## config.mk

```make
export PLATFORM = sky130hd
export DESIGN_NAME = soc_sysid_arbiter
export DESIGN_NICKNAME = d
export VERILOG_FILES = /design/src/rtl/soc_sysid_pkg.sv /design/src/rtl/soc_rr_arbiter.sv /design/src/rtl/soc_sysid_arbiter.sv
export SDC_FILE = /design/constraint.sdc
export NUM_CORES = 1
export LEC_CHECK = 0
export CORE_AREA = 3 3 53 80
export CTS_CLUSTER_SIZE = 40
export DETAILED_ROUTE_END_ITERATION = 16
export DIE_AREA = 0 0 56 83
export HOLD_SLACK_MARGIN = 0.06
export PLACE_DENSITY = 0.85
export SLEW_MARGIN = 0
export SYNTH_ARGS = -nofsm -noshare
export SYNTH_HDL_FRONTEND = slang
export SYNTH_SLANG_ARGS = --single-unit
```

## constraint.sdc

```tcl
create_clock -name clock -period 1.7 [get_ports clock]
set_clock_uncertainty 0.1 [all_clocks]
set_input_delay 0.17 -clock clock [delete_from_list [all_inputs] [get_ports clock]]
set_output_delay 0.17 -clock clock [all_outputs]
set_load 0.02 [all_outputs]
```

## src/rtl/soc_sysid_pkg.sv

```systemverilog
`default_nettype none
// ============================================================================
// Module   : soc_sysid_pkg
// Purpose  : Shared types and constants for the system-ID arbiter slice.
//            State encoding of the arbiter FSM and the two word addresses
//            exposed by the sysid slave.
// Ports    : none (package)
// Revision : 1.0 - initial release
// ============================================================================
package soc_sysid_pkg;

  typedef enum logic [2:0] {
    BOOT_RD  = 3'd0,
    BOOT_CHK = 3'd1,
    IDLE     = 3'd2,
    ACCESS   = 3'd3,
    RESP     = 3'd4
  } state_t;

  localparam logic SYSID_ADDR_ID = 1'b0;  // ID word
  localparam logic SYSID_ADDR_TS = 1'b1;  // build timestamp

endpackage
`default_nettype wire

```

## src/rtl/soc_rr_arbiter.sv

```systemverilog
`default_nettype none
// ============================================================================
// Module   : soc_rr_arbiter
// Purpose  : Combinational round-robin picker. Selects the first requester
//            after the last-granted index, wrapping around.
// Ports    : req        in  NUM_MASTERS  request vector
//            last_grant in  IDX_W        index granted most recently
//            grant      out NUM_MASTERS  one-hot winner (zero when no request)
//            grant_idx  out IDX_W        binary index of the winner
//            any_req    out 1            at least one request pending
// Revision : 1.0 - initial release
// ============================================================================
module soc_rr_arbiter #(
  parameter int NUM_MASTERS = 2,
  parameter int IDX_W       = $clog2(NUM_MASTERS)
) (
  input  logic [NUM_MASTERS-1:0] req,
  input  logic [IDX_W-1:0]       last_grant,
  output logic [NUM_MASTERS-1:0] grant,
  output logic [IDX_W-1:0]       grant_idx,
  output logic                   any_req
);

  logic [IDX_W:0]   w_sum;
  logic [IDX_W-1:0] w_cand;

  always_comb begin
    grant     = '0;
    grant_idx = '0;
    any_req   = |req;
    w_sum     = '0;
    w_cand    = '0;
    // Walk from the farthest candidate to the nearest one so that the
    // nearest requester after last_grant is the value left standing.
    for (int i = NUM_MASTERS; i >= 1; i--) begin
      w_sum = {1'b0, last_grant} + (IDX_W+1)'(i);
      if (w_sum >= (IDX_W+1)'(NUM_MASTERS)) begin
        w_sum = w_sum - (IDX_W+1)'(NUM_MASTERS);
      end
      w_cand = w_sum[IDX_W-1:0];
      if (req[w_cand]) begin
        grant_idx = w_cand;
      end
    end
    grant[grant_idx] = any_req;
  end

endmodule
`default_nettype wire

```

## src/rtl/soc_sysid_arbiter.sv

```systemverilog
`default_nettype none
// ============================================================================
// Module   : soc_sysid_arbiter
// Purpose  : Shares the read-only sysid slave among NUM_MASTERS Avalon-MM
//            read masters. Round-robin, one transaction in flight,
//            registered read data (request -> accept +1 -> data +2).
//            Optional boot self-check of the ID word, enabled by defining
//            the macro SOC_SYSID_ARB_BOOTCHECK_EN.
// Ports    : clock, reset_n            clock / synchronous active-low reset
//            m_read, m_address         per-master request and word address
//            m_waitrequest             per-master stall (low = accepted)
//            m_readdatavalid           one-cycle pulse to granted master
//            m_readdata                shared response data
//            s_address, s_readdata     sysid slave side
//            id_ok, id_err             sticky boot-check result
// Revision : 1.0 - initial release
// ============================================================================
module soc_sysid_arbiter
  import soc_sysid_pkg::*;
#(
  parameter int              NUM_MASTERS  = 2,
  parameter int              DATA_W       = 32,
  parameter logic [DATA_W-1:0] EXPECTED_ID = '0,
  parameter int              BOOT_RETRIES = 3
) (
  input  logic                   clock,
  input  logic                   reset_n,
  input  logic [NUM_MASTERS-1:0] m_read,
  input  logic [NUM_MASTERS-1:0] m_address,
  output logic [NUM_MASTERS-1:0] m_waitrequest,
  output logic [NUM_MASTERS-1:0] m_readdatavalid,
  output logic [DATA_W-1:0]      m_readdata,
  output logic                   s_address,
  input  logic [DATA_W-1:0]      s_readdata,
  output logic                   id_ok,
  output logic                   id_err
);

  localparam int IDX_W = $clog2(NUM_MASTERS);

`ifdef SOC_SYSID_ARB_BOOTCHECK_EN
  localparam state_t c_reset_state = BOOT_RD;
`else
  localparam state_t c_reset_state = IDLE;
`endif

  state_t                   r_state;
  state_t                   w_next_state;
  logic [IDX_W-1:0]         r_grant_idx;
  logic [IDX_W-1:0]         r_rr_ptr;
  logic [DATA_W-1:0]        r_data;
  logic                     r_s_address;
  logic [NUM_MASTERS-1:0]   w_win_onehot;
  logic [IDX_W-1:0]         w_win_idx;
  logic                     w_any_req;

  soc_rr_arbiter #(
    .NUM_MASTERS (NUM_MASTERS),
    .IDX_W       (IDX_W)
  ) u_rr_arbiter (
    .req        (m_read),
    .last_grant (r_rr_ptr),
    .grant      (w_win_onehot),
    .grant_idx  (w_win_idx),
    .any_req    (w_any_req)
  );

`ifdef SOC_SYSID_ARB_BOOTCHECK_EN
  localparam logic [3:0] c_retries = 4'(BOOT_RETRIES);

  logic [DATA_W-1:0] r_boot_word;
  logic [3:0]        r_retry_cnt;
  logic              r_id_ok;
  logic              r_id_err;
  logic              w_boot_match;

  assign w_boot_match = (r_boot_word == EXPECTED_ID);

  // Boot capture uses its own register so m_readdata keeps its reset value
  // until the first real response.
  always_ff @(posedge clock) begin
    if (!reset_n) begin
      r_boot_word <= '0;
      r_retry_cnt <= '0;
      r_id_ok     <= 1'b0;
      r_id_err    <= 1'b0;
    end else begin
      case (r_state)
        BOOT_RD:  r_boot_word <= s_readdata;
        BOOT_CHK: begin
          if (w_boot_match)                    r_id_ok     <= 1'b1;
          else if (r_retry_cnt == c_retries)   r_id_err    <= 1'b1;
          else                                 r_retry_cnt <= r_retry_cnt + 4'd1;
        end
        default: ;
      endcase
    end
  end

  assign id_ok  = r_id_ok;
  assign id_err = r_id_err;
`else
  logic w_unused_params;
  assign w_unused_params = ^{EXPECTED_ID, 4'(BOOT_RETRIES)};
  assign id_ok  = 1'b1;
  assign id_err = 1'b0;
`endif

  // State register plus the datapath registers that follow it. s_address
  // stays at the ID word through the boot phase because it is only
  // rewritten when IDLE accepts a request.
  always_ff @(posedge clock) begin
    if (!reset_n) begin
      r_state     <= c_reset_state;
      r_grant_idx <= '0;
      r_rr_ptr    <= IDX_W'(NUM_MASTERS - 1);
      r_data      <= '0;
      r_s_address <= SYSID_ADDR_ID;
    end else begin
      r_state <= w_next_state;
      case (r_state)
        IDLE: begin
          if (w_any_req) begin
            r_grant_idx <= w_win_idx;
            r_rr_ptr    <= w_win_idx;
            r_s_address <= (|(m_address & w_win_onehot)) ? SYSID_ADDR_TS : SYSID_ADDR_ID;
          end
        end
        ACCESS:  r_data <= s_readdata;
        default: ;
      endcase
    end
  end

  always_comb begin
    w_next_state    = r_state;
    m_waitrequest   = '1;
    m_readdatavalid = '0;
    case (r_state)
`ifdef SOC_SYSID_ARB_BOOTCHECK_EN
      BOOT_RD:  w_next_state = BOOT_CHK;
      BOOT_CHK: begin
        if (w_boot_match || (r_retry_cnt == c_retries)) w_next_state = IDLE;
        else                                            w_next_state = BOOT_RD;
      end
`endif
      IDLE: begin
        if (w_any_req) w_next_state = ACCESS;
      end
      ACCESS: begin
        m_waitrequest[r_grant_idx] = 1'b0;
        w_next_state               = RESP;
      end
      RESP: begin
        m_readdatavalid[r_grant_idx] = 1'b1;
        w_next_state                 = IDLE;
      end
      default: w_next_state = IDLE;
    endcase
  end

  assign m_readdata = r_data;
  assign s_address  = r_s_address;

endmodule
`default_nettype wire
```

==> key figures, run 1 <==
Synthesis
  – Yosys cell types: 25
  – Synth Cell Area: 0.00146 mm^2
  – Largest area contributor in the netlist: dfxtp_1
  – Mean Syn Cell Area: 8.47 um^2
  – Share of the synthesized area in the top cell type: 0.522
  – Sequential area share after synthesis: 0.522
  – Syn Inst Count: 172
  – Yosys warns: 0
  – Post-Syn Nets: 210
  – Synth top area cells: dfxtp_1, nand2_1, a21oi_1, a21oi_2, buf_8
  – Yosys reg bits: 38

CTS
  – Postcts setup bufs: 0
  – H-Tree Depth: 2
  – Clock slew at reported path FFs: 0.06 ns
  – Clk buf depth: 2
  – Clock root buffer: clkbuf_8
  – CTS tree: built
  – Cts bufs inserted: 5
  – # clock sinks: 38
  – Clk_lat worst skew: 0.27 ns

Worst setup path
  – Crit path largest cell delay: 0.34 ns
  – Worst setup path category: reg2out
  – Critical Path Start Type: flip-flop
  – Crit-path slowest cell: dfxtp_1
  – Crit-path max FO: 3
  – Cell Chain, Critical Path: buf_4, and4bb_2, dlygate4sd2_1
  – Critical path endpoint category: output port
  – WP data required: 1.43 ns
  – Crit path DAT: 1.28 ns

Route
  – Total number of vias: 1390
  – Final WL: 3520 um
  – Avg WL per Cell: 12.1 um
  – Drt initial violations: 25
  – 1st-pass router iterations: 4
  – Vias per cell: 4.76
  – Post-route DRC: 0
  – Final ANT Viol Nets: 0

Hold path
  – Worst Hold Class: in2reg

Timing
  – Final Hold Viols: 0
  – Final worst-path cycle share: 0.912
  – Max-slew violations: 0
  – Fmax: 645 MHz
  – Fin Setup TNS: 0 ns
  – RSZ-0062 raised after global routing: false
  – Final setup fails: 0
  – Fin crit period: 1.55 ns

Power and ir drop
  – VDD IR-drop max: 0.823 mV
  – P_leak: 0.858 nW
  – Total power draw: 2.04 mW
  – Pwr Density: 889 mW/mm^2

Finish
  – Diodes inserted: 0
  – Area grow syn2layout: 57.3%
  – Layout net count: 287
  – Final Instance Area: 0.00229 mm^2
  – # fillers: 327
  – Layout cell share with drive strength beyond 1: 0.0964

Place
  – Area post-placement: 0.00222 mm^2
  – Post-DP HPWL: 2660 um
  – I/O Buffers: 74
  – RePlAce Congestion: 0.755

Floorplanning
  – Row count: 27
  – Die W: 56 um
  – Ports: 77
  – Die Area: 0.00465 mm^2
  – CORE AREA: 0.00365 mm^2
  – Initial Utilization: 0.400
  – Die boundary height: 83 um

Job
  – Maxcap violations: 0

Global routing
  – Vias in the first global route: 1313
  – First-pass GRT wire length: 5950 um
  – Initial antenna violation count: 0
  – Tot GR Track Use: 0.156
  – Total congestion overflow: 0
  – Largest net degree at the start of global routing: 28

Outcome
  – Outcome: completed
-- through the flow --
stage / std cells / hold slack [ns] / utilization / worst slack [ns]
finish: 292 / 0.342 / 0.629 / 0.149
floorplan: 172 / 0.146 / - / 0.298
global route: 292 / 0.334 / 0.629 / 0.0642
global placement: 285 / 0.341 / 0.610 / 0.0800
CTS: 292 / 0.333 / 0.630 / 0.00155
detailed placement: 285 / 0.346 / 0.610 / 0.0343
-- placed cells by master, fill, tap and decap left out, drive strengths merged, types with 2 or more instances in the layout --
master / Yosys / layout
dlygate4sd2: 0 / 3
and3: 3 / 3
nand2: 68 / 68
conb: 2 / 2
buf: 9 / 8
a21oi: 34 / 34
inv: 2 / 2
clkbuf: 3 / 8
clkdlybuf4s50: 0 / 70
dfxtp: 38 / 38
-- cell type report --
| cell class | count | area, um^2 | share of cell area |
|---|---|---|---|
| Clock buffer | 7 | 76.3 | 0.0333 |
| Inverter | 2 | 7.51 | 0.00327 |
| Multi-Input combinational cell | 120 | 591 | 0.258 |
| Sequential cell | 38 | 761 | 0.332 |
| Tap cell | 43 | 53.8 | 0.0235 |
| Timing Repair Buffer | 82 | 805 | 0.351 |
-- sequential cells by signal (all words and copies together) (netlist names) --
register,flops
r_rr_ptr,1
s_address,1
r_grant_idx,1
m_readdata,32
r_state,3
-- Yosys cell counts, drive strengths merged --
cell and number:
or2 1, nand3b 1, and2 1, nor3b 1
or2b 1, a32oi 1, a32o 1, and4bb 1
o21ai 1, clkbuf 3, inv 2, and3b 1
nand2 68, a311oi 1, a21oi 34, and3 3
nor4b 1, dfxtp 38, conb 2, buf 9
nand2b 1
-- cells by family (layout without fill, tap and decap cells) --
logic type	after synthesis	count (layout)	synth area share
flip-flops	38	38	0.522
buffers and inverters	14	91	0.0738
other	2	2	0.00515
AND/OR/NAND/NOR	80	80	0.245
AO/OA/AOI/OAI	38	38	0.155
-- metal layers --
metal	global-route usage	vias up	routed length, um	part of all wire
li1	-	707	-	-
met1	0.182	628	1430	0.41
met2	0.275	49	1830	0.52
met3	0.0327	6	197	0.056
met4	0.0562	0	69	0.020
met5	0	-	0	0
-- power breakdown --
group          total [mW]  switching [mW]  leakage (nW)  internal, mW
Combinational       0.498           0.243         0.509         0.256
Sequential          0.993          0.0354         0.311         0.958
Clock               0.547           0.265        0.0383         0.282
-- worst max-delay path: cells and delay by family, from the launching register on --
family / cells / cell delay (ns)
flip-flops: 1 / 0.34
buffers and inverters: 2 / 0.46
AND/OR/NAND/NOR: 1 / 0.21
-- what timing repair did --
item / in CTS / in global routing
hold endpoints to repair: 0 / 0
setup endpoints to repair: 4 / 1
resized for setup: 6 / 1
hold buffers: 0 / 0
-- final timing paths --
| kind | startpoint | to | slack, ns | cells after the start |
|---|---|---|---|---|
| worst max-delay path | r_state[2]$_SDFFE_PN0P_ | m_readdatavalid[1] | 0.15 | 3 |
| worst min-delay path | s_readdata[25] | m_readdata[25]$_SDFFE_PN0N_ | 0.34 | 3 |
| worst max register to register | r_state[2]$_SDFFE_PN0P_ | m_readdata[0]$_SDFFE_PN0N_ | 0.29 | 5 |
| worst min register to register | m_readdata[7]$_SDFFE_PN0N_ | m_readdata[7]$_SDFFE_PN0N_ | 0.35 | 2 |
Power figures use the tool's default switching activity.
==> run 2, diff against run 1 <==
--- a/config.mk
+++ b/config.mk
@@ -5,10 +5,10 @@
 export SDC_FILE = /design/constraint.sdc
 export NUM_CORES = 1
 export LEC_CHECK = 0
-export CORE_AREA = 3 3 53 80
+export CORE_AREA = 3 3 89 49
 export CTS_CLUSTER_SIZE = 40
 export DETAILED_ROUTE_END_ITERATION = 16
-export DIE_AREA = 0 0 56 83
+export DIE_AREA = 0 0 92 52
 export HOLD_SLACK_MARGIN = 0.06
 export PLACE_DENSITY = 0.85
 export SLEW_MARGIN = 0
==> run 2 against run 1 <==
Compared with the run above:
- global-route usage is 1.2 points higher
- largest power group unchanged
- largest cell class unchanged
- critical path type unchanged
- final cell count increased by 3.8%
- clock power up 12%
==> key figures, run 2 (synthesis results as in run 1) <==
Hold path
  – Worst Hold End: m_readdata[21]$_SDFFE_PN0N_
  – Worst Hold Class: in2reg
  – Worst Hold Depth: 3 (unchanged)
  – Hold Path Origin: s_readdata[21]

Route
  – Vias per cell: 4.47 (-6.1%)
  – Final ANT Viol Nets: 0 (unchanged)
  – 1st-pass router iterations: 4 (unchanged)
  – Total number of vias: 1354 (-2.6%)
  – Drt initial violations: 24 (-4.0%)
  – Avg WL per Cell: 11.9 um (-1.2%)
  – Post-route DRC: 0 (unchanged)
  – Final WL: 3610 um (+2.5%)

Worst setup path
  – R2R Path Start: r_state[0]$_SDFFE_PN0P_
  – R2r endpoint: s_address$_SDFFE_PN0P_
  – Crit-path max FO: 4 (+1)
  – Critical Path Start Type: flip-flop
  – Crit path DAT: 1.29 ns (about the same)
  – R2R depth: 4 (-1)
  – Critical path endpoint category: output port
  – Worst setup path category: reg2out
  – WP data required: 1.43 ns (about the same)
  – Reg2reg setup slack: 0.37 ns (+0.08 ns)

Timing
  – Fin crit period: 1.56 ns (+0.0119 ns)
  – Final hold slack: 0.329 ns (-0.0122 ns)
  – Fmax: 640 MHz (-0.76%)
  – Final setup fails: 0 (unchanged)
  – Final Hold Viols: 0 (unchanged)
  – Final worst-path cycle share: 0.919 (+0.00702)
  – RSZ-0062 raised after global routing: false
  – Fin Setup TNS: 0 ns (unchanged)
  – Max-slew violations: 0 (unchanged)

Finish
  – Diodes inserted: 0 (unchanged)
  – Most common cell after layout, fill and taps aside: clkdlybuf4s50_1
  – Layout cell share with drive strength beyond 1: 0.108 (+0.0120)
  – Most frequent cells in the layout: clkdlybuf4s50_1, nand2_1, dfxtp_1
  – Max reg flops: 32 (unchanged)
  – Area of the multi-input gates: 591 um^2 (unchanged)
  – # fillers: 342 (+4.6%)
  – Reg area: 763 um^2 (+0.33%)
  – Area grow syn2layout: 59.0%
  – Layout net count: 286 (-0.35%)

CTS
  – Clock slew at reported path FFs: 0.07 ns (about the same)
  – CTS tree: built
  – Clk_lat worst skew: 0.28 ns (about the same)
  – # clock sinks: 38 (unchanged)
  – Clock root buffer: clkbuf_8
  – Cts bufs inserted: 5 (unchanged)
  – Hold_buf cts: 0 (unchanged)
  – H-Tree Depth: 2 (unchanged)
  – Clk buf depth: 2 (unchanged)

Floorplanning
  – Die W: 92 um (+64%)
  – Ports: 77 (unchanged)
  – Die boundary height: 52 um (-37%)
  – CORE AREA: 0.00372 mm^2 (+2.1%)
  – Initial Utilization: 0.391 (-0.00805)
  – Die Area: 0.00478 mm^2 (+2.9%)
  – Row count: 16 (-41%)

Place
  – RePlAce Congestion: 0.781 (+3.4%)
  – Post-DP HPWL: 2730 um (+2.6%)
  – I/O Buffers: 74 (unchanged)

Global routing
  – Vias in the first global route: 1389 (+5.8%)
  – Initial antenna violation count: 0 (unchanged)
  – Tot GR Track Use: 0.167 (+0.0115)
  – Largest net degree at the start of global routing: 26 (-7.1%)
  – First-pass GRT wire length: 6240 um (+4.9%)
  – Total congestion overflow: 0 (unchanged)

Power and ir drop
  – Pwr Density: 909 mW/mm^2 (+2.2%)
  – P_leak: 0.861 nW (+0.39%)
  – VDD IR-drop max: 0.549 mV (-33%)

Job
  – Maxcap violations: 0 (unchanged)

Outcome
  – Outcome: completed
run 2: how the worst max path moves through the flow:
| stage | from | end | slack (ns) | cells past startpoint |
|---|---|---|---|---|
| 2_1_floorplan | r_state[0]$_SDFFE_PN0P_ | m_readdatavalid[0] | 0.30 | 1 |
| 3_3_place_gp | r_state[0]$_SDFFE_PN0P_ | m_waitrequest[0] | 0.06 | 3 |
| 3_5_place_dp | r_state[0]$_SDFFE_PN0P_ | m_waitrequest[0] | 0.03 | 3 |
| 4_1_cts | r_state[2]$_SDFFE_PN0P_ | m_waitrequest[0] | 0.02 | 3 |
| 5_1_grt | r_state[0]$_SDFFE_PN0P_ | m_readdatavalid[0] | 0.03 | 2 |
| 6_report | r_state[2]$_SDFFE_PN0P_ | m_readdatavalid[1] | 0.14 | 3 |
run 2: final cells by class:
class | instances | share of cell area
repair buffers | 81 | 0.344
flip-flops and latches | 38 | 0.329
multi-input cells | 120 | 0.255
clock buffers | 7 | 0.0373
well taps | 54 | 0.0292
inverters | 2 | 0.00324
clock inverters | 1 | 0.00216
run 2: layer usage:
metal,vias to the layer above,routed length (um),GRT usage
met5,-,0,0
li1,705,-,-
met2,49,1560,0.275
met3,5,420,0.0910
met1,595,1610,0.191
met4,0,29,0.0443
run 2: timing repair:
item,CTS,global route
setup endpoints to repair,4,1
gates resized for setup,8,1
gates cloned,0,0
buffers inserted,0,0
run 2: report_power, final:
part / total, mW / switching (mW) / internal, mW
clock: 0.615 / 0.288 / 0.327
combinational: 0.494 / 0.242 / 0.252
sequential: 0.996 / 0.0382 / 0.958
run 2: through the flow:
| stage | instance area [um^2] | worst slack (ns) | std cells | util | power [mW] |
|---|---|---|---|---|---|
| 6_report | 2320 | 0.137 | 303 | 0.622 | 2.11 |
| 5_1_grt | 2320 | 0.0303 | 303 | 0.622 | 2.22 |
| 4_1_cts | 2320 | 0.0193 | 303 | 0.624 | 2.13 |
| 3_5_place_dp | 2230 | 0.0345 | 295 | 0.599 | 1.52 |
| 3_3_place_gp | 2230 | 0.0573 | 295 | 0.599 | 1.51 |
| 2_1_floorplan | 1460 | 0.298 | 172 | - | 1.28 |
run 2: critical path, cell delays in order (launching register included):
cell,delay (ns)
dfxtp_1,0.35
buf_4,0.13
and4bb_2,0.21
dlygate4sd2_1,0.33
